`config.mk`:
```
export PLATFORM = sky130hd
export DESIGN_NAME = sequence_generator_flat
export DESIGN_NICKNAME = d
export VERILOG_FILES = /design/src/rtl/sequence_generator_pkg.sv /design/src/rtl/sequence_generator_if.sv /design/src/rtl/sequence_generator_pattern_shift_reg.sv /design/src/rtl/sequence_generator.sv /design/src/flat_wrapper.sv
export SDC_FILE = /design/constraint.sdc
export NUM_CORES = 1
export LEC_CHECK = 0
export BUFFER_PORTS_ARGS = -buffer_cell sky130_fd_sc_hd__buf_2
export CAP_MARGIN = 5
export CORE_ASPECT_RATIO = 0.75
export CORE_UTILIZATION = 59
export CTS_CLUSTER_DIAMETER = 50
export CTS_CLUSTER_SIZE = 20
export DETAILED_ROUTE_END_ITERATION = 10
export GPL_ROUTABILITY_DRIVEN = 0
export MAX_ROUTING_LAYER = met4
export PLACE_DENSITY_LB_ADDON = 0.12
export SLEW_MARGIN = 20
export SYNTH_ARGS = -nofsm -noshare
export SYNTH_HDL_FRONTEND = slang
export SYNTH_SLANG_ARGS = --single-unit
```
`constraint.sdc`:
```
create_clock -name clk -period 3.9 [get_ports clk]
set_input_delay 0 -clock clk [delete_from_list [all_inputs] [get_ports clk]]
set_output_delay 0 -clock clk [all_outputs]
set_load 0.01 [all_outputs]
```
`src/rtl/sequence_generator_pkg.sv`:
```
// Shared types and constants for the serial sequence generator.
package seq_gen_pkg;

  // FSM encoding is fixed so external checkers can decode the debug port.
  typedef enum logic [1:0] {
    IDLE  = 2'b00,
    SHIFT = 2'b01,
    DONE  = 2'b10
  } state_e;

  // Largest supported pattern length.
  localparam int PAT_W_MAX = 32;

endpackage

```
`src/rtl/sequence_generator_if.sv`:
```
// Control/stream bundle between a stimulus source and sequence_generator.
//
// Handshake: a transmission request is taken when start=1 on a rising edge
// while busy=0; pattern and reps are captured on that same edge. A serial bit
// is transferred on every rising edge where out_valid=1 (out_valid is already
// low whenever hold=1, so hold is the only backpressure). done pulses for one
// cycle after the last bit; busy stays high through that cycle.
interface sequence_generator_if #(
  parameter int PAT_W = 8,
  parameter int REP_W = 4
);
  logic             start;
  logic [PAT_W-1:0] pattern;
  logic [REP_W-1:0] reps;
  logic             hold;
  logic             out_bit;
  logic             out_valid;
  logic             busy;
  logic             done;

  modport master (
    output start, pattern, reps, hold,
    input  out_bit, out_valid, busy, done
  );

  modport slave (
    input  start, pattern, reps, hold,
    output out_bit, out_valid, busy, done
  );
endinterface

```
`src/rtl/sequence_generator_pattern_shift_reg.sv`:
```
// Load/shift register holding the bits still to be sent; MSB is the current bit.
module pattern_shift_reg
  import seq_gen_pkg::*;
#(
  parameter int PAT_W = 8
) (
  input  logic             clk,
  input  logic             reset,
  input  logic             load,
  input  logic             shift,
  input  logic [PAT_W-1:0] data,
  output logic             msb
);

  logic [PAT_W-1:0] sh_q;

  // Load takes priority over shift; zeros fill in from the LSB side.
  always_ff @(posedge clk or negedge reset) begin
    if (!reset) begin
      sh_q <= '0;
    end else if (load) begin
      sh_q <= data;
    end else if (shift) begin
      sh_q <= {sh_q[PAT_W-2:0], 1'b0};
    end
  end

  assign msb = sh_q[PAT_W-1];

endmodule

```
`src/rtl/sequence_generator.sv`:
```
// Serial pattern transmitter: sends a latched pattern MSB-first, reps times,
// one bit per clock, stalled by hold.
module sequence_generator
  import seq_gen_pkg::*;
#(
  parameter int PAT_W = 8,
  parameter int REP_W = 4
) (
  input  logic                  clk,
  input  logic                  reset,
  sequence_generator_if.slave   bus,
  output state_e                fsm_state
);

  localparam int              IDX_W    = $clog2(PAT_W);
  localparam logic [IDX_W-1:0] IDX_LAST = IDX_W'(PAT_W - 1);

  state_e           state_q;
  state_e           state_d;
  logic [PAT_W-1:0] pat_q;
  logic [REP_W-1:0] rep_q;
  logic [IDX_W-1:0] idx_q;

  logic             accept;
  logic             step;
  logic             last_bit;
  logic             more_reps;
  logic             sh_load;
  logic             sh_shift;
  logic [PAT_W-1:0] sh_data;
  logic             msb;

  // A bit is consumed only in SHIFT on an edge without hold.
  assign accept    = (state_q == IDLE) && bus.start;
  assign step      = (state_q == SHIFT) && !bus.hold;
  assign last_bit  = (idx_q == '0);
  assign more_reps = (rep_q > REP_W'(1));

  // Reload the shifter on acceptance and at each repetition boundary so
  // repetitions follow each other with no gap.
  assign sh_load  = accept || (step && last_bit && more_reps);
  assign sh_shift = step && !last_bit;
  assign sh_data  = accept ? bus.pattern : pat_q;

  pattern_shift_reg #(
    .PAT_W (PAT_W)
  ) u_shift (
    .clk   (clk),
    .reset (reset),
    .load  (sh_load),
    .shift (sh_shift),
    .data  (sh_data),
    .msb   (msb)
  );

  // FSM state register.
  always_ff @(posedge clk or negedge reset) begin
    if (!reset) begin
      state_q <= IDLE;
    end else begin
      state_q <= state_d;
    end
  end

  // FSM next-state logic.
  always_comb begin
    state_d = state_q;
    case (state_q)
      IDLE: begin
        if (bus.start) begin
          state_d = (bus.reps != '0) ? SHIFT : DONE;
        end
      end
      SHIFT: begin
        if (step && last_bit && !more_reps) begin
          state_d = DONE;
        end
      end
      DONE:    state_d = IDLE;
      default: state_d = IDLE;
    endcase
  end

  // FSM outputs; only out_valid looks at hold combinationally.
  always_comb begin
    bus.out_bit   = 1'b0;
    bus.out_valid = 1'b0;
    bus.busy      = 1'b0;
    bus.done      = 1'b0;
    case (state_q)
      SHIFT: begin
        bus.out_bit   = msb;
        bus.out_valid = !bus.hold;
        bus.busy      = 1'b1;
      end
      DONE: begin
        bus.busy = 1'b1;
        bus.done = 1'b1;
      end
      default: begin
        bus.out_bit = 1'b0;
      end
    endcase
  end

  // Pattern copy, bit index and repetition counter; none of them wraps.
  always_ff @(posedge clk or negedge reset) begin
    if (!reset) begin
      pat_q <= '0;
      rep_q <= '0;
      idx_q <= '0;
    end else if (accept) begin
      pat_q <= bus.pattern;
      rep_q <= bus.reps;
      idx_q <= IDX_LAST;
    end else if (step) begin
      if (!last_bit) begin
        idx_q <= idx_q - IDX_W'(1);
      end else if (more_reps) begin
        idx_q <= IDX_LAST;
        rep_q <= rep_q - REP_W'(1);
      end
    end
  end

  assign fsm_state = state_q;

endmodule
```
`src/flat_wrapper.sv`:
```
// flat-port wrapper written by rule: the top's interface ports become plain ports
module sequence_generator_flat import seq_gen_pkg::*;
#(
  parameter int PAT_W = 8,
  parameter int REP_W = 4
)
  (clk, reset, fsm_state, bus_start, bus_pattern, bus_reps, bus_hold, bus_out_bit, bus_out_valid, bus_busy, bus_done);
  sequence_generator_if #(.PAT_W(PAT_W), .REP_W(REP_W)) bus_i ();
  input  logic clk;
  input  logic reset;
  output state_e fsm_state;
  input wire logic [$bits(bus_i.start)-1:0] bus_start;
  input wire logic [$bits(bus_i.pattern)-1:0] bus_pattern;
  input wire logic [$bits(bus_i.reps)-1:0] bus_reps;
  input wire logic [$bits(bus_i.hold)-1:0] bus_hold;
  output wire logic [$bits(bus_i.out_bit)-1:0] bus_out_bit;
  output wire logic [$bits(bus_i.out_valid)-1:0] bus_out_valid;
  output wire logic [$bits(bus_i.busy)-1:0] bus_busy;
  output wire logic [$bits(bus_i.done)-1:0] bus_done;
  assign bus_i.start = bus_start;
  assign bus_i.pattern = bus_pattern;
  assign bus_i.reps = bus_reps;
  assign bus_i.hold = bus_hold;
  assign bus_out_bit = bus_i.out_bit;
  assign bus_out_valid = bus_i.out_valid;
  assign bus_busy = bus_i.busy;
  assign bus_done = bus_i.done;
  sequence_generator #(.PAT_W(PAT_W), .REP_W(REP_W)) u_core (.clk(clk), .reset(reset), .bus(bus_i), .fsm_state(fsm_state));
endmodule
```
# ---- After elaboration in Yosys (flattened, before gate mapping)
# Index checks and enable logic that the tools add are counted.
dict set report classes {
  n_addsub 2
  magnitude_cmp 1
  n_eq_ne 5
  mux 19
  n_reduce_logical 21
}
# cell n
set ops {}
lappend ops {{8-bit two-way mux} 3}
lappend ops {{4-bit two-way mux} 4}
lappend ops {{3-bit two-way mux} 4}
lappend ops {{2-bit nonzero test} 4}
lappend ops {{1-bit logical AND} 6}
lappend ops {{2-bit two-way mux} 3}
lappend ops {{4-bit by 1-bit > comparator with 1-bit output (second input constant)} 1}
lappend ops {{1-bit two-way mux} 4}
lappend ops {{2-bit != test (second input constant)} 2}
lappend ops {{2-bit one-hot mux with 2 select lines} 1}
lappend ops {{2-bit AND reduction} 2}
lappend ops {{4-bit nonzero test} 1}
lappend ops {{4-bit by 1-bit subtractor with 4-bit output (second input constant)} 1}
lappend ops {{1-bit zero test} 3}
lappend ops {{3-bit zero test} 1}
lappend ops {{3-bit by 2-bit != test with 1-bit output (second input constant)} 1}
lappend ops {{3-bit AND reduction} 1}
lappend ops {{3-bit by 1-bit subtractor with 3-bit output (second input constant)} 1}
lappend ops {{2-bit by 1-bit equality test with 1-bit output (second input constant)} 1}
lappend ops {{2-bit equality test (second input constant)} 1}
lappend ops {{2-bit zero test} 1}
lappend ops {{2-bit OR reduction} 1}
lappend ops {{1-bit logical OR} 1}
dict set report word_totals {
  ff_bits 25
  input_bits 16
}

# ---- Logic depth before layout (Yosys ltp)
# Gate-level depths: netlist of run 1.
dict set report depth {
  ltp_word 6
  ltp_mapped 7
  depth_no_buf 7
}

# ---- By module
# A second synthesis of run 1 with hierarchy kept.
dict set report hier_totals {
  hier_cells 118
  hier_area_um2 1330.0
}
# module instances cells_each area_each_um2 seq_area_each_um2
set modules_own_cells {}
lappend modules_own_cells {sequence_generator 1 84 960.9 425.4}
lappend modules_own_cells {pattern_shift_reg 1 34 369.1 200.2}

# ---- Worst setup path after synthesis of run 1
# OpenSTA, ideal clock, no wires.
dict set report synth_path {
  path_type {reg2reg}
  startpoint {register u_core.state_q[0] (netlist: u_core.fsm_state[0])}
  endpoint {register u_core.u_shift.sh_q[1]}
  setup_time_ns 0.125
  t_arrival_ns 1.586
  required_time_ns 3.775
  path_slack_ns 2.188
  stages_incl_launch_ff 8
  path_buffers 1
  period_less_slack_ns 1.712
  cell_sequence {dfrtp_1 inv_1 ha_1 and2_2 buf_6 mux2_2 a21oi_1 o31ai_1}
}
dict set report synth_between {
  word_cells_on_any_way 11
  classes_between {eq/ne: 1; mux: 2; reduce/logical: 8}
}
# item line
set synth_lines {}
lappend synth_lines {{start: declaration} sequence_generator.sv:18} ;# state_e state_q;
lappend synth_lines {{start signal: assignment} sequence_generator.sv:61} ;# state_q <= state_d;
lappend synth_lines {{2-bit zero test} sequence_generator.sv:34} ;# assign accept = (state_q == IDLE) && bus.start;
lappend synth_lines {{1-bit logical AND} sequence_generator.sv:34}
lappend synth_lines {{8-bit two-way mux} -}
lappend synth_lines {{named net u_core.sh_data[1]} sequence_generator.sv:30} ;# logic [PAT_W-1:0] sh_data;
lappend synth_lines {{8-bit two-way mux} sequence_generator_pattern_shift_reg.sv:21} ;# end else if (load) begin
lappend synth_lines {{end signal: assignment} sequence_generator_pattern_shift_reg.sv:22} ;# sh_q <= data;
lappend synth_lines {{end signal: assignment} sequence_generator_pattern_shift_reg.sv:24} ;# sh_q <= {sh_q[PAT_W-2:0], 1'b0};
lappend synth_lines {{end: declaration} sequence_generator_pattern_shift_reg.sv:15} ;# logic [PAT_W-1:0] sh_q;
# The timed path passes the listed nets, and every way through them passes these cells.
# A chain may end at the register's enable or synchronous reset.

# ---- Worst setup path after layout of run 1
# Ends and elaborated chain as after synthesis.

==> results of run 1 <==
==> critical path, stage by stage (launching register included) <==
cell	delay [ps]
sky130_fd_sc_hd__dfrtp_1	430
sky130_fd_sc_hd__inv_1	120
sky130_fd_sc_hd__ha_1	230
sky130_fd_sc_hd__and2_2	490
sky130_fd_sc_hd__mux2_2	410
sky130_fd_sc_hd__a21oi_1	140
sky130_fd_sc_hd__o31ai_1	110
==> layer usage <==
layer / part of all wire / vias to the layer above / global-route usage
li1: - / 538 / -
met4: 0.0045 / 0 / 0.0476
met3: 0.036 / 2 / 0.0614
met2: 0.50 / 24 / 0.425
met5: 0 / - / -
met1: 0.46 / 560 / 0.324
==> cell type report <==
type | count | share of cell area
multi-input combinational | 94 | 0.418
sequential | 25 | 0.376
timing repair buffer | 35 | 0.147
tap | 32 | 0.0241
inverter | 8 | 0.0180
clock buffer | 3 | 0.0135
clock inverter | 1 | 0.00301
==> per-stage QoR <==
step	util	std cells
after global placement	0.706	180
after CTS	0.785	198
final	0.785	198
after floorplan	-	133
after global routing	0.785	198
after detailed placement	0.706	180
==> state kept, by name, indices dropped and copies added (netlist names) <==
| register | cells |
|---|---|
| u_core.rep_q | 4 |
| u_core.pat_q | 8 |
| u_core.fsm_state | 2 |
| u_core.u_shift.sh_q | 8 |
| u_core.idx_q | 3 |
==> cells in the mapped netlist, drive strengths merged <==
library cell / instances
o221ai: 1
a21oi: 10
mux2i: 1
inv: 8
and4bb: 1
mux2: 8
ha: 7
dfrtp: 25
a211o: 1
nand2b: 2
o41ai: 2
clkbuf: 3
o31ai: 8
a22o: 1
xnor2: 1
nand2: 12
buf: 3
and2: 2
nor3: 8
xor2: 2
o211ai: 1
o31a: 1
nor2: 6
a2111oi: 1
o21a: 1
nand3: 10
or2: 1
o21ai: 6
==> cells by family after synthesis <==
kind of cell / after synthesis
simple gates: 42
compound gates: 33
flops: 25
buf+inv: 14
mux: 9
fa+ha+maj: 7
xor+xnor: 3
==> how the worst max path moves through the flow <==
stage                        endpoint  slack [ps]           startpoint  cells past startpoint
2_1_floorplan  u_core.u_shift.sh_q[1]        2190  u_core.fsm_state[0]                      7
3_3_place_gp   u_core.u_shift.sh_q[7]        1980  u_core.fsm_state[0]                      6
3_5_place_dp   u_core.u_shift.sh_q[7]        1900  u_core.fsm_state[0]                      6
4_1_cts        u_core.u_shift.sh_q[7]        1880  u_core.fsm_state[0]                      6
5_1_grt        u_core.u_shift.sh_q[1]        1730  u_core.fsm_state[0]                      6
6_report       u_core.u_shift.sh_q[1]        1860  u_core.fsm_state[0]                      6
==> cell usage in the layout, fill, tap and decap left out, types with 4 or more instances in the layout <==
cell type,count
sky130_fd_sc_hd__inv_1,7
sky130_fd_sc_hd__ha_1,7
sky130_fd_sc_hd__dfrtp_1,25
sky130_fd_sc_hd__nand3_1,10
sky130_fd_sc_hd__dlygate4sd3_1,14
sky130_fd_sc_hd__o31ai_1,7
sky130_fd_sc_hd__buf_2,21
sky130_fd_sc_hd__nor2_1,4
sky130_fd_sc_hd__mux2_2,7
sky130_fd_sc_hd__o21ai_0,4
sky130_fd_sc_hd__a21oi_1,10
sky130_fd_sc_hd__nand2_1,12
sky130_fd_sc_hd__nor3_1,8
==> power breakdown <==
part / total, W / internal (W) / switching (W)
Sequential: 0.000436 / 0.000376 / 0.0000607
Clock: 0.000116 / 0.0000384 / 0.0000776
Combinational: 0.000531 / 0.000225 / 0.000307
==> out/qor.csv, run 1 <==
stage,metric,value,unit
status,result of the run,"complete, no violations",
critical_path,Worst R2R Start,u_core.fsm_state[0],
logic_synthesis,post-synthesis instance total,133,
clock_tree,CTS Buffer Depth,2,
sta,Total Negative Setup Slacks,0,ps
logic_synthesis,number of nets in the synthesized netlist,156,
sta,final number of setup-violating endpoints,0,
sta,Fin Hold WS,186,ps
floorplanning,core area,2120,µm²
place,setup slack at placement,1900,ps
routing,total via count in the routed design,1124,
min_path,worst min-delay path class,primary input to asynchronous set/reset pin,
floorplanning,die area,2570,µm²
finish,share of layout cells above drive strength 1,0.253,
logic_synthesis,synthesized-area fraction occupied by and/or/nand/nor cells,0.161,
critical_path,worst r2r dst,u_core.u_shift.sh_q[1],
logic_synthesis,portion of netlist area occupied by mux cells,0.0744,
routing,detailed-router iteration count before antenna repair,4,
critical_path,type of destination of the critical path,register,
critical_path,data required time of the critical path,4110,ps
finish,area taken by multi-input logic gates,696,µm²
sta,highest clock rate,0.491,GHz
routing,number of routed nets with antenna violations,0,
place,Area after DPL,1500,µm²
sta,Post-Route Skew,5.94,ps
finish,number of fill cells in the layout,148,
floorplanning,number of top-level pins,22,
clock_tree,number of H-tree branching levels,1,
finish,final net count,190,
logic_synthesis,proportion of synthesized chip area in sequential cells,0.448,
clock_tree,post-CTS resize count,0,
critical_path,depth of the worst register-to-register path,6,
sta,endpoints failing hold,0,
routing,final WL,2880,µm
global_route,initial antenna violation count,0,
logic_synthesis,post-synth top area cell,sky130_fd_sc_hd__dfrtp_1,
logic_synthesis,number of different library cells in the post-synthesis netlist,37,
critical_path,sort of element at the start of the critical path,register,
logic_synthesis,area share of the largest cell type after synthesis,0.448,
logic_synthesis,main combinational cell family by area after synthesis,compound AO/OA/AOI/OAI gates,
global_route,gr ovfl total,0,
logic_synthesis,compound-cell area share of the yosys netlist,0.181,
clock_tree,number of clock sinks,25,
sta,number of pins with negative max-slew slack in the final report,0,
routing,count of unresolved DRC violations after routing,0,
finish,FF+latch area,626,µm²
critical_path,startpoint-to-endpoint class of the critical path,register to register,
finish,synthesis-to-layout area growth,19.2,%
critical_path,critical path peak fanout,21,
critical_path,setup slack of the most critical reg-to-reg path,1860,ps
finish,"Non-Filler Cell Area, Final",1660,µm²
clock_tree,clock tree from TritonCTS,yes,
power_and_ir_drop,"sum of internal, switching and leakage power",0.00108,W
sta,period utilization,0.522,
sta,setup repair after global routing missed its margin,false,
routing,post-detailed-route wirelength per cell,14.6,µm
floorplanning,initial core utilization,0.659,
power_and_ir_drop,worst-case vdd ir drop,0.000427,V
power_and_ir_drop,pwr dens,651,nW/µm²
sta,"Worst Setup Slack, final",1860,ps
critical_path,data arrival time of the worst path,2250,ps
sta,clock period minus final worst setup slack,2040,ps
routing,Iter 0 DRT Violations,52,
floorplanning,FP Rows,14,
power_and_ir_drop,leakage power summed over all cells,0.754,nW
job,max-capacitance violation count,0,
sta,actual slew at the worst max-slew pin,694,ps
logic_synthesis,post-synth design cell area,1400,µm²
logic_synthesis,number of synthesized register bits,25,
logic_synthesis,xor-xnor portion of the synthesized cell area,0.0188,
global_route,GRT Total Usage,0.255,
floorplanning,Die Span X,58.2,µm
clock_tree,count of buffers added by post-CTS timing repair for setup,0,
clock_tree,number of hold buffers added after cts,14,
clock_tree,number of buffers added by the clock tree synthesis step,3,
floorplanning,overall die height,44.1,µm
logic_synthesis,"share of synthesized cell area in full adder, half adder and majority cells",0.0627,
clock_tree,Clk Tree Root Cell,sky130_fd_sc_hd__clkbuf_4,
logic_synthesis,Syn Area/Cell,10.5,µm²
logic_synthesis,dominant cells by area after synthesis,"sky130_fd_sc_hd__dfrtp_1, sky130_fd_sc_hd__ha_1, sky130_fd_sc_hd__mux2_2, sky130_fd_sc_hd__o31ai_1, sky130_fd_sc_hd__a21oi_1",
logic_synthesis,number of warning messages in the yosys log,0,
place,Port Buf Inserts,21,
routing,Vias per Instance,5.68,
clock_tree,worst-skew pair later-pin latency,320,ps
global_route,vias in the first global route,1068,
finish,Antenna diodes,0,
sta,relative slew slack,0.537,
global_route,global-route wire length before repair,4730,µm
global_route,pin count of the biggest net entering global routing,26,
clock_tree,clock-pin transition on the worst setup and hold timing paths,140,ps
place,HPWL after DPL,2020,µm
(Power assumes the default switching activity.)
==> run 2, diff against run 1 <==
- ABC_AREA: not set -> 1
- CORE_UTILIZATION: 59 -> 50
- clock period: 3.9 -> 1.7 ns (I/O delays scaled with it)
==> run 2 against run 1 <==
  * Sequential power increased by 130%
  * Worst setup slack worse by 1800 ps
  * Combinational power rose to 2.7 times the previous value
  * Cell count is 30% higher
  * Worst hold slack got worse by 180 ps
  * Register-to-register slack worse by 1800 ps
  * Cell area is 5.6% higher
  * Flip-flop and latch count unchanged
  * Highest routed layer unchanged
  * Total power rose to 2.6 times the previous value
  * First-iteration DRC count unchanged
==> out/qor.csv, run 2 <==
stage,metric,value,unit,change
global_route,pin count of the biggest net entering global routing,31,,+19%
floorplanning,core area,2660,µm²,+26%
logic_synthesis,most common cell in the synthesized netlist,sky130_fd_sc_hd__nand2_1,,
sta,relative slew slack,0.618,,+0.0819
routing,count of unresolved DRC violations after routing,0,,unchanged
logic_synthesis,number of enable-type register cells in the synthesized netlist,0,,unchanged
finish,FF+latch area,626,µm²,unchanged
finish,final net count,246,,+29%
finish,most frequent cells in the layout,"sky130_fd_sc_hd__nand2_1, sky130_fd_sc_hd__inv_1, sky130_fd_sc_hd__dfrtp_1, sky130_fd_sc_hd__buf_2, sky130_fd_sc_hd__nand3_1",,
clock_tree,number of clock sinks,25,,unchanged
sta,actual slew at the worst max-slew pin,572,ps,-121 ps
clock_tree,number of H-tree branching levels,1,,unchanged
logic_synthesis,cell types with the highest counts after synthesis,"sky130_fd_sc_hd__nand2_1, sky130_fd_sc_hd__inv_1, sky130_fd_sc_hd__dfrtp_1",,
floorplanning,die area,3060,µm²,+19%
logic_synthesis,number of warning messages in the yosys log,0,,unchanged
routing,Iter 0 DRT Violations,52,,unchanged
place,HPWL after DPL,2120,µm,+5.0%
critical_path,data arrival time of the worst path,1780,ps,-470 ps
critical_path,startpoint-to-endpoint class of the critical path,register to register,,
global_route,vias in the first global route,1095,,+2.5%
power_and_ir_drop,worst-case vdd ir drop,0.000844,V,+98%
routing,detailed-router iteration count before antenna repair,4,,unchanged
finish,Antenna diodes,0,,unchanged
logic_synthesis,post-synthesis instance total,191,,+44%
floorplanning,initial core utilization,0.534,,-0.125
global_route,GRT Total Usage,0.220,,-0.0351
routing,total via count in the routed design,1270,,+13%
finish,registers with the highest flip-flop counts,"u_core.pat_q: 8 flops, u_core.u_shift.sh_q: 8 flops, u_core.rep_q: 4 flops",,
logic_synthesis,number of synthesized register bits,25,,unchanged
clock_tree,clock tree from TritonCTS,yes,,
finish,area taken by multi-input logic gates,658,µm²,-5.4%
status,result of the run,"complete, no violations",,
floorplanning,overall die height,48.2,µm,+9.2%
critical_path,sort of element at the start of the critical path,register,,
logic_synthesis,proportion of synthesized chip area in sequential cells,0.440,,-0.00789
floorplanning,Die Span X,63.6,µm,+9.3%
sta,endpoints failing hold,0,,unchanged
place,Port Buf Inserts,21,,unchanged
critical_path,data required time of the critical path,1860,ps,-2250 ps
sta,Post-Route Skew,1.72,ps,-4.21 ps
logic_synthesis,dominant cells by area after synthesis,"sky130_fd_sc_hd__dfrtp_1, sky130_fd_sc_hd__nand2_1, sky130_fd_sc_hd__inv_1, sky130_fd_sc_hd__nand3_1, sky130_fd_sc_hd__ha_1",,
sta,final number of setup-violating endpoints,0,,unchanged
finish,final standard cell count with taps included and fillers excluded,258,,+30%
routing,Vias per Instance,4.92,,-13%
critical_path,type of destination of the critical path,register,,
finish,synthesis-to-layout area growth,23.7,%,
sta,Total Negative Setup Slacks,0,ps,unchanged
job,max-capacitance violation count,0,,unchanged
global_route,initial antenna violation count,0,,unchanged
global_route,gr ovfl total,0,,unchanged
logic_synthesis,number of different library cells in the post-synthesis netlist,24,,-35%
finish,Final Core Density,0.660,,-0.125
global_route,global-route wire length before repair,4870,µm,+3.1%
critical_path,critical path peak fanout,15,,-29%
min_path,worst min-delay path class,primary input to register,,
sta,number of pins with negative max-slew slack in the final report,0,,unchanged
finish,"most common cell after layout, fill and taps aside",sky130_fd_sc_hd__nand2_1,,
power_and_ir_drop,pwr dens,1610,nW/µm²,+150%
power_and_ir_drop,"sum of internal, switching and leakage power",0.00283,W,+160%
power_and_ir_drop,switching share of power,0.428,,+0.0178
logic_synthesis,area share of the largest cell type after synthesis,0.440,,-0.00789
power_and_ir_drop,leakage power summed over all cells,0.973,nW,+29%
finish,share of layout cells above drive strength 1,0.198,,-0.0548
sta,clock period minus final worst setup slack,1620,ps,-421 ps
power_and_ir_drop,part of the total power dissipated in the clock network,0.124,,+0.017
routing,number of routed nets with antenna violations,0,,unchanged
power_and_ir_drop,design internal power,0.00162,W,+150%
power_and_ir_drop,Comb pwr share,0.515,,+0.025
routing,final WL,3310,µm,+15%
floorplanning,FP Rows,16,,+2
logic_synthesis,Syn Area/Cell,7.44,µm²,-29%
power_and_ir_drop,Seq pwr share,0.360,,-0.043
floorplanning,number of top-level pins,22,,unchanged
clock_tree,worst-skew pair later-pin latency,260,ps,-60 ps
clock_tree,clock-pin transition on the worst setup and hold timing paths,90,ps,-50 ps
sta,highest clock rate,0.619,GHz,+26%
logic_synthesis,post-synthesis async set-or-reset flop share,1.00,,unchanged
sta,period utilization,0.950,,+0.428
power_and_ir_drop,Net Switching,0.00121,W,+170%
routing,post-detailed-route wirelength per cell,12.8,µm,-12%
clock_tree,CTS Buffer Depth,2,,unchanged
logic_synthesis,post-synth design cell area,1420,µm²,+1.8%
finish,number of fill cells in the layout,250,,+69%
logic_synthesis,number of nets in the synthesized netlist,214,,+37%
clock_tree,number of buffers added by the clock tree synthesis step,3,,unchanged
logic_synthesis,post-synth top area cell,sky130_fd_sc_hd__dfrtp_1,,
clock_tree,Clk Tree Root Cell,sky130_fd_sc_hd__clkbuf_8,,
place,instance count after placement with tap cells included,245,,+36%
logic_synthesis,Most used DFF post-synth,sky130_fd_sc_hd__dfrtp_1,,
sta,Fin Hold WS,8.95,ps,-177 ps
[run 2: metrics by stage]
| step | setup slack [ps] | instance area, µm² |
|---|---|---|
| floorplan | 242 | 1420 |
| global placement | 58.9 | 1570 |
| detailed placement | 28.8 | 1570 |
| CTS | 3.92 | 1680 |
| global route | -36.0 | 1760 |
| finish | 84.3 | 1760 |
[run 2: critical path: stages, from the launching register on]
cell                      delay (ps)
sky130_fd_sc_hd__dfrtp_1         410
sky130_fd_sc_hd__inv_1            90
sky130_fd_sc_hd__ha_1            230
sky130_fd_sc_hd__nand2_2         140
sky130_fd_sc_hd__buf_12          180
sky130_fd_sc_hd__inv_4            80
sky130_fd_sc_hd__nor3_2          210
sky130_fd_sc_hd__nand2_1          80
sky130_fd_sc_hd__o21a_1          100
[run 2: cell families (layout without fill, tap and decap cells)]
group                    Yosys count  count (layout)  synth area share
AND/OR/NAND/NOR                   94              94             0.287
buffers and inverters             44              75             0.126
flip-flops                        25              25             0.440
AO/OA/AOI/OAI                     20              20            0.0792
adder cells (fa/ha/maj)            7               7            0.0616
XOR/XNOR                           1               1           0.00616
[run 2: power by group through the flow]
stage / Sequential [W] / Combinational (W) / Clock [W]
final: 0.00102 / 0.00146 / 0.000352
after detailed placement: 0.00102 / 0.00130 / 0
after global placement: 0.00101 / 0.00125 / 0
after global routing: 0.00105 / 0.00167 / 0.000389
after floorplan: 0.000996 / 0.000992 / 0
after CTS: 0.00101 / 0.00132 / 0.000367
[run 2: worst paths after layout]
check | start | slack [ps] | cells past startpoint | endpoint
hold reg to reg | u_core.u_shift.sh_q[5] | 490 | 2 | u_core.u_shift.sh_q[5]
max in group asynchronous | reset | 1070 | 2 | u_core.pat_q[0]
setup reg to reg | u_core.fsm_state[0] | 80 | 8 | u_core.idx_q[1]
setup / recovery | u_core.fsm_state[0] | 80 | 8 | u_core.idx_q[1]
min in group asynchronous | reset | 250 | 2 | u_core.fsm_state[1]
hold / removal | bus_pattern[6] | 9 | 3 | u_core.pat_q[6]
[run 2: cell type report]
| class | count | share of cell area |
|---|---|---|
| Multi-Input combinational cell | 122 | 0.374 |
| Sequential cell | 25 | 0.356 |
| Timing Repair Buffer | 32 | 0.134 |
| Inverter | 39 | 0.0847 |
| Clock buffer | 4 | 0.0256 |
| Tap cell | 36 | 0.0256 |
[run 2: timing repair]
item,CTS,global route
setup endpoints to repair,0,12
gates resized for setup,0,11
hold buffers,7,0
setup buffers,0,1
endpoints found under the hold margin,31,0
[run 2: per-layer routing]
layer  track usage  up-vias  routed length, µm
li1              -      643                  -
met1         0.258      599               1560
met2         0.396       24               1590
met3        0.0514        4                126
met4        0.0545        0                 36
met5             -        -                  0
==> run 3, diff against run 2 <==
- CAP_MARGIN: 5 -> 20
- CORE_UTILIZATION: 50 -> 52
- CTS_BUF_LIST: not set -> sky130_fd_sc_hd__clkbuf_4 sky130_fd_sc_hd__clkbuf_8
- SYNTH_HIERARCHICAL: not set -> 1
==> run 3 against run 2 <==
  * Routed wire length down 14%
  * Via count is 4.2% lower
  * Cell count shrank 3.1%
  * First-iteration DRC count down 37%
  * Sequential share of layout area increased by 1.7 points
  * Register-to-register slack gained 30 ps
  * Synthesized area shrank 2.8%
  * Critical path type unchanged
==> out/qor.csv, run 3 <==
stage,metric,value,unit,change
power_and_ir_drop,worst-case vdd ir drop,0.000839,V,-0.60%
clock_tree,number of clock sinks,25,,unchanged
global_route,pin count of the biggest net entering global routing,26,,-16%
floorplanning,FP Rows,15,,-1
logic_synthesis,dominant cells by area after synthesis,"sky130_fd_sc_hd__dfrtp_1, sky130_fd_sc_hd__nand2_1, sky130_fd_sc_hd__nand3_1, sky130_fd_sc_hd__ha_1, sky130_fd_sc_hd__inv_1",,
global_route,global-route wire length before repair,4620,µm,-5.1%
clock_tree,clock-pin transition on the worst setup and hold timing paths,140,ps,+50 ps
critical_path,type of destination of the critical path,register,,
critical_path,worst-path cell with the longest stage delay,sky130_fd_sc_hd__dfrtp_1,,
clock_tree,Clk Tree Root Cell,sky130_fd_sc_hd__clkbuf_4,,
global_route,gr ovfl total,0,,unchanged
finish,Antenna diodes,0,,unchanged
critical_path,buffers plus inverters on the worst setup path,2,,-1
critical_path,category of cells accounting for the largest share of critical-path delay,simple AND/OR/NAND/NOR gates,,
floorplanning,core area,2400,µm²,-9.8%
finish,final standard cell count with taps included and fillers excluded,250,,-3.1%
sta,period utilization,0.930,,-0.0200
sta,actual slew at the worst max-slew pin,552,ps,-20.0 ps
finish,share of layout cells above drive strength 1,0.199,,+0.000876
finish,Final Core Density,0.698,,+0.0382
logic_synthesis,cell types with the highest counts after synthesis,"sky130_fd_sc_hd__nand2_1, sky130_fd_sc_hd__dfrtp_1, sky130_fd_sc_hd__nand3_1",,
finish,registers with the highest flip-flop counts,"u_core/pat_q: 8 flops, u_core/u_shift/sh_q: 8 flops, u_core/rep_q: 4 flops",,
power_and_ir_drop,pwr dens,1500,nW/µm²,-6.9%
critical_path,depth of the worst register-to-register path,9,,+1
min_path,Min-Delay Startpoint,bus_reps[0],,
clock_tree,number of buffers added by the clock tree synthesis step,3,,unchanged
critical_path,Crit path largest cell delay,430,ps,+20 ps
min_path,worst min-delay path class,primary input to register,,
job,max-capacitance violation count,0,,unchanged
logic_synthesis,number of enable-type register cells in the synthesized netlist,0,,unchanged
status,result of the run,"complete, no violations",,
critical_path,worst r2r dst,u_core/u_shift/sh_q[2],,
logic_synthesis,Most used DFF post-synth,sky130_fd_sc_hd__dfrtp_1,,
critical_path,"critical path, cell by cell",inv_1 -> ha_2 -> nand2_2 -> nor2_2 -> nand2_2 -> nand2_8 -> inv_2 -> nand3_1 -> nand3_1,,
sta,Total Negative Setup Slacks,0,ps,unchanged
floorplanning,number of top-level pins,22,,unchanged
finish,most frequent cells in the layout,"sky130_fd_sc_hd__nand2_1, sky130_fd_sc_hd__dfrtp_1, sky130_fd_sc_hd__nand3_1, sky130_fd_sc_hd__buf_2, sky130_fd_sc_hd__inv_1",,
floorplanning,overall die height,46.6,µm,-3.2%
logic_synthesis,area share of the largest cell type after synthesis,0.453,,+0.0128
logic_synthesis,post-synth design cell area,1380,µm²,-2.8%
critical_path,Worst setup startpoint,u_core/fsm_state[1],,
routing,Vias per Instance,4.87,,-1.1%
finish,final net count,240,,-2.4%
routing,total via count in the routed design,1217,,-4.2%
place,HPWL after DPL,2060,µm,-2.7%
power_and_ir_drop,leakage power summed over all cells,0.930,nW,-4.4%
critical_path,setup slack of the most critical reg-to-reg path,120,ps,+30 ps
global_route,initial antenna violation count,0,,unchanged
logic_synthesis,number of different library cells in the post-synthesis netlist,18,,-25%
logic_synthesis,Syn Area/Cell,7.63,µm²,+2.6%
global_route,GRT Total Usage,0.232,,+0.0115
routing,Iter 0 DRT Violations,33,,-37%
routing,post-detailed-route wirelength per cell,11.4,µm,-11%
sta,setup repair after global routing missed its margin,false,,
place,Port Buf Inserts,21,,unchanged
floorplanning,initial core utilization,0.575,,+0.0412
routing,count of unresolved DRC violations after routing,0,,unchanged
sta,"Worst Setup Slack, final",118,ps,+34.0 ps
floorplanning,Die Span X,61.5,µm,-3.2%
sta,final number of setup-violating endpoints,0,,unchanged
place,instance count after placement with tap cells included,235,,-4.1%
place,setup slack at placement,38.4,ps,+9.60 ps
routing,final WL,2850,µm,-14%
critical_path,critical path peak fanout,15,,unchanged
floorplanning,die area,2870,µm²,-6.3%
routing,detailed-router iteration count before antenna repair,4,,unchanged
critical_path,data required time of the critical path,1910,ps,+50 ps
clock_tree,clock tree from TritonCTS,yes,,
sta,Post-Route Skew,7.88,ps,+6.16 ps
critical_path,sort of element at the start of the critical path,register,,
finish,synthesis-to-layout area growth,21.5,%,
logic_synthesis,number of synthesized register bits,25,,unchanged
clock_tree,number of H-tree branching levels,1,,unchanged
sta,highest clock rate,0.632,GHz,+2.1%
critical_path,critical path depth,9,,+1
sta,endpoints failing hold,0,,unchanged
global_route,vias in the first global route,1089,,-0.55%
logic_synthesis,post-synth top area cell,sky130_fd_sc_hd__dfrtp_1,,
logic_synthesis,proportion of synthesized chip area in sequential cells,0.453,,+0.0128
clock_tree,CTS Buffer Depth,2,,unchanged
clock_tree,worst-skew pair later-pin latency,320,ps,+60 ps
critical_path,critical path capture point,u_core/u_shift/sh_q[2],,
logic_synthesis,number of nets in the synthesized netlist,204,,-4.7%
logic_synthesis,post-synthesis instance total,181,,-5.2%
sta,relative slew slack,0.632,,+0.0133
critical_path,data arrival time of the worst path,1800,ps,+20 ps
logic_synthesis,post-synthesis async set-or-reset flop share,1.00,,unchanged
routing,number of routed nets with antenna violations,0,,unchanged
critical_path,startpoint-to-endpoint class of the critical path,register to register,,
sta,clock period minus final worst setup slack,1580,ps,-34.0 ps
sta,number of pins with negative max-slew slack in the final report,0,,unchanged
logic_synthesis,most common cell in the synthesized netlist,sky130_fd_sc_hd__nand2_1,,
critical_path,Worst R2R Start,u_core/fsm_state[1],,
logic_synthesis,number of warning messages in the yosys log,6,,+6
finish,"most common cell after layout, fill and taps aside",sky130_fd_sc_hd__nand2_1,,
## run 3: area by class of cell
| type | instances | area, µm² |
|---|---|---|
| Tap cell | 34 | 42.5 |
| Sequential cell | 25 | 626 |
| Fill cell | 208 | 724 |
| Clock buffer | 3 | 22.5 |
| Timing Repair Buffer | 35 | 235 |
| Inverter | 23 | 88.8 |
| Multi-Input combinational cell | 129 | 658 |
| Clock inverter | 1 | 5.00 |
## run 3: worst min-delay path by stage
stage,to,cells after the start
2_1_floorplan,u_core/fsm_state[0],0
3_3_place_gp,u_core/idx_q[0],1
3_5_place_dp,u_core/idx_q[0],1
4_1_cts,u_core/rep_q[0],5
5_1_grt,u_core/rep_q[2],5
6_report,u_core/rep_q[0],5
## run 3: timing repair
item	CTS	global route
hold buffers	10	0
setup endpoints to repair	0	14
buffers inserted	0	1
resized for setup	0	8
hold endpoints to repair	35	0
## run 3: cells by family (layout without fill, tap and decap cells)
family	after synthesis	after routing	synth area share
and+or+nand+nor	113	113	0.358
adders and majority gates	7	7	0.0634
xor gates and xnor gates	1	1	0.00634
AOI/OAI and AO/OA	8	8	0.0326
buffers and inverters	27	62	0.0870
DFF	25	25	0.453
## run 3: stage by stage
stage / total power, W / hold slack (ps) / area [µm²]
global route: 0.00276 / 22.6 / 1680
finish: 0.00252 / 14.2 / 1680
global placement: 0.00214 / 20.0 / 1520
floorplan: 0.00189 / -296 / 1380
detailed placement: 0.00218 / 19.0 / 1520
CTS: 0.00247 / 3.53 / 1650
## run 3: power breakdown
part,switching (W),internal [W],total [W]
sequential,0.000145,0.000854,0.00100
clock,0.000177,0.0000881,0.000265
combinational,0.000768,0.000483,0.00125
## run 3: per-layer routing
metal	global-route usage	part of all wire	vias to the layer above
met5	-	0	-
met4	0.0267	0	0
met3	0.0506	0.044	0
met2	0.398	0.45	37
met1	0.289	0.50	548
li1	-	-	632
## run 3: tightest hold or removal path: cells and delay by family
kind	cells	cell delay (ps)
compound gates	2	120
simple gates	2	100
buf+inv	1	100
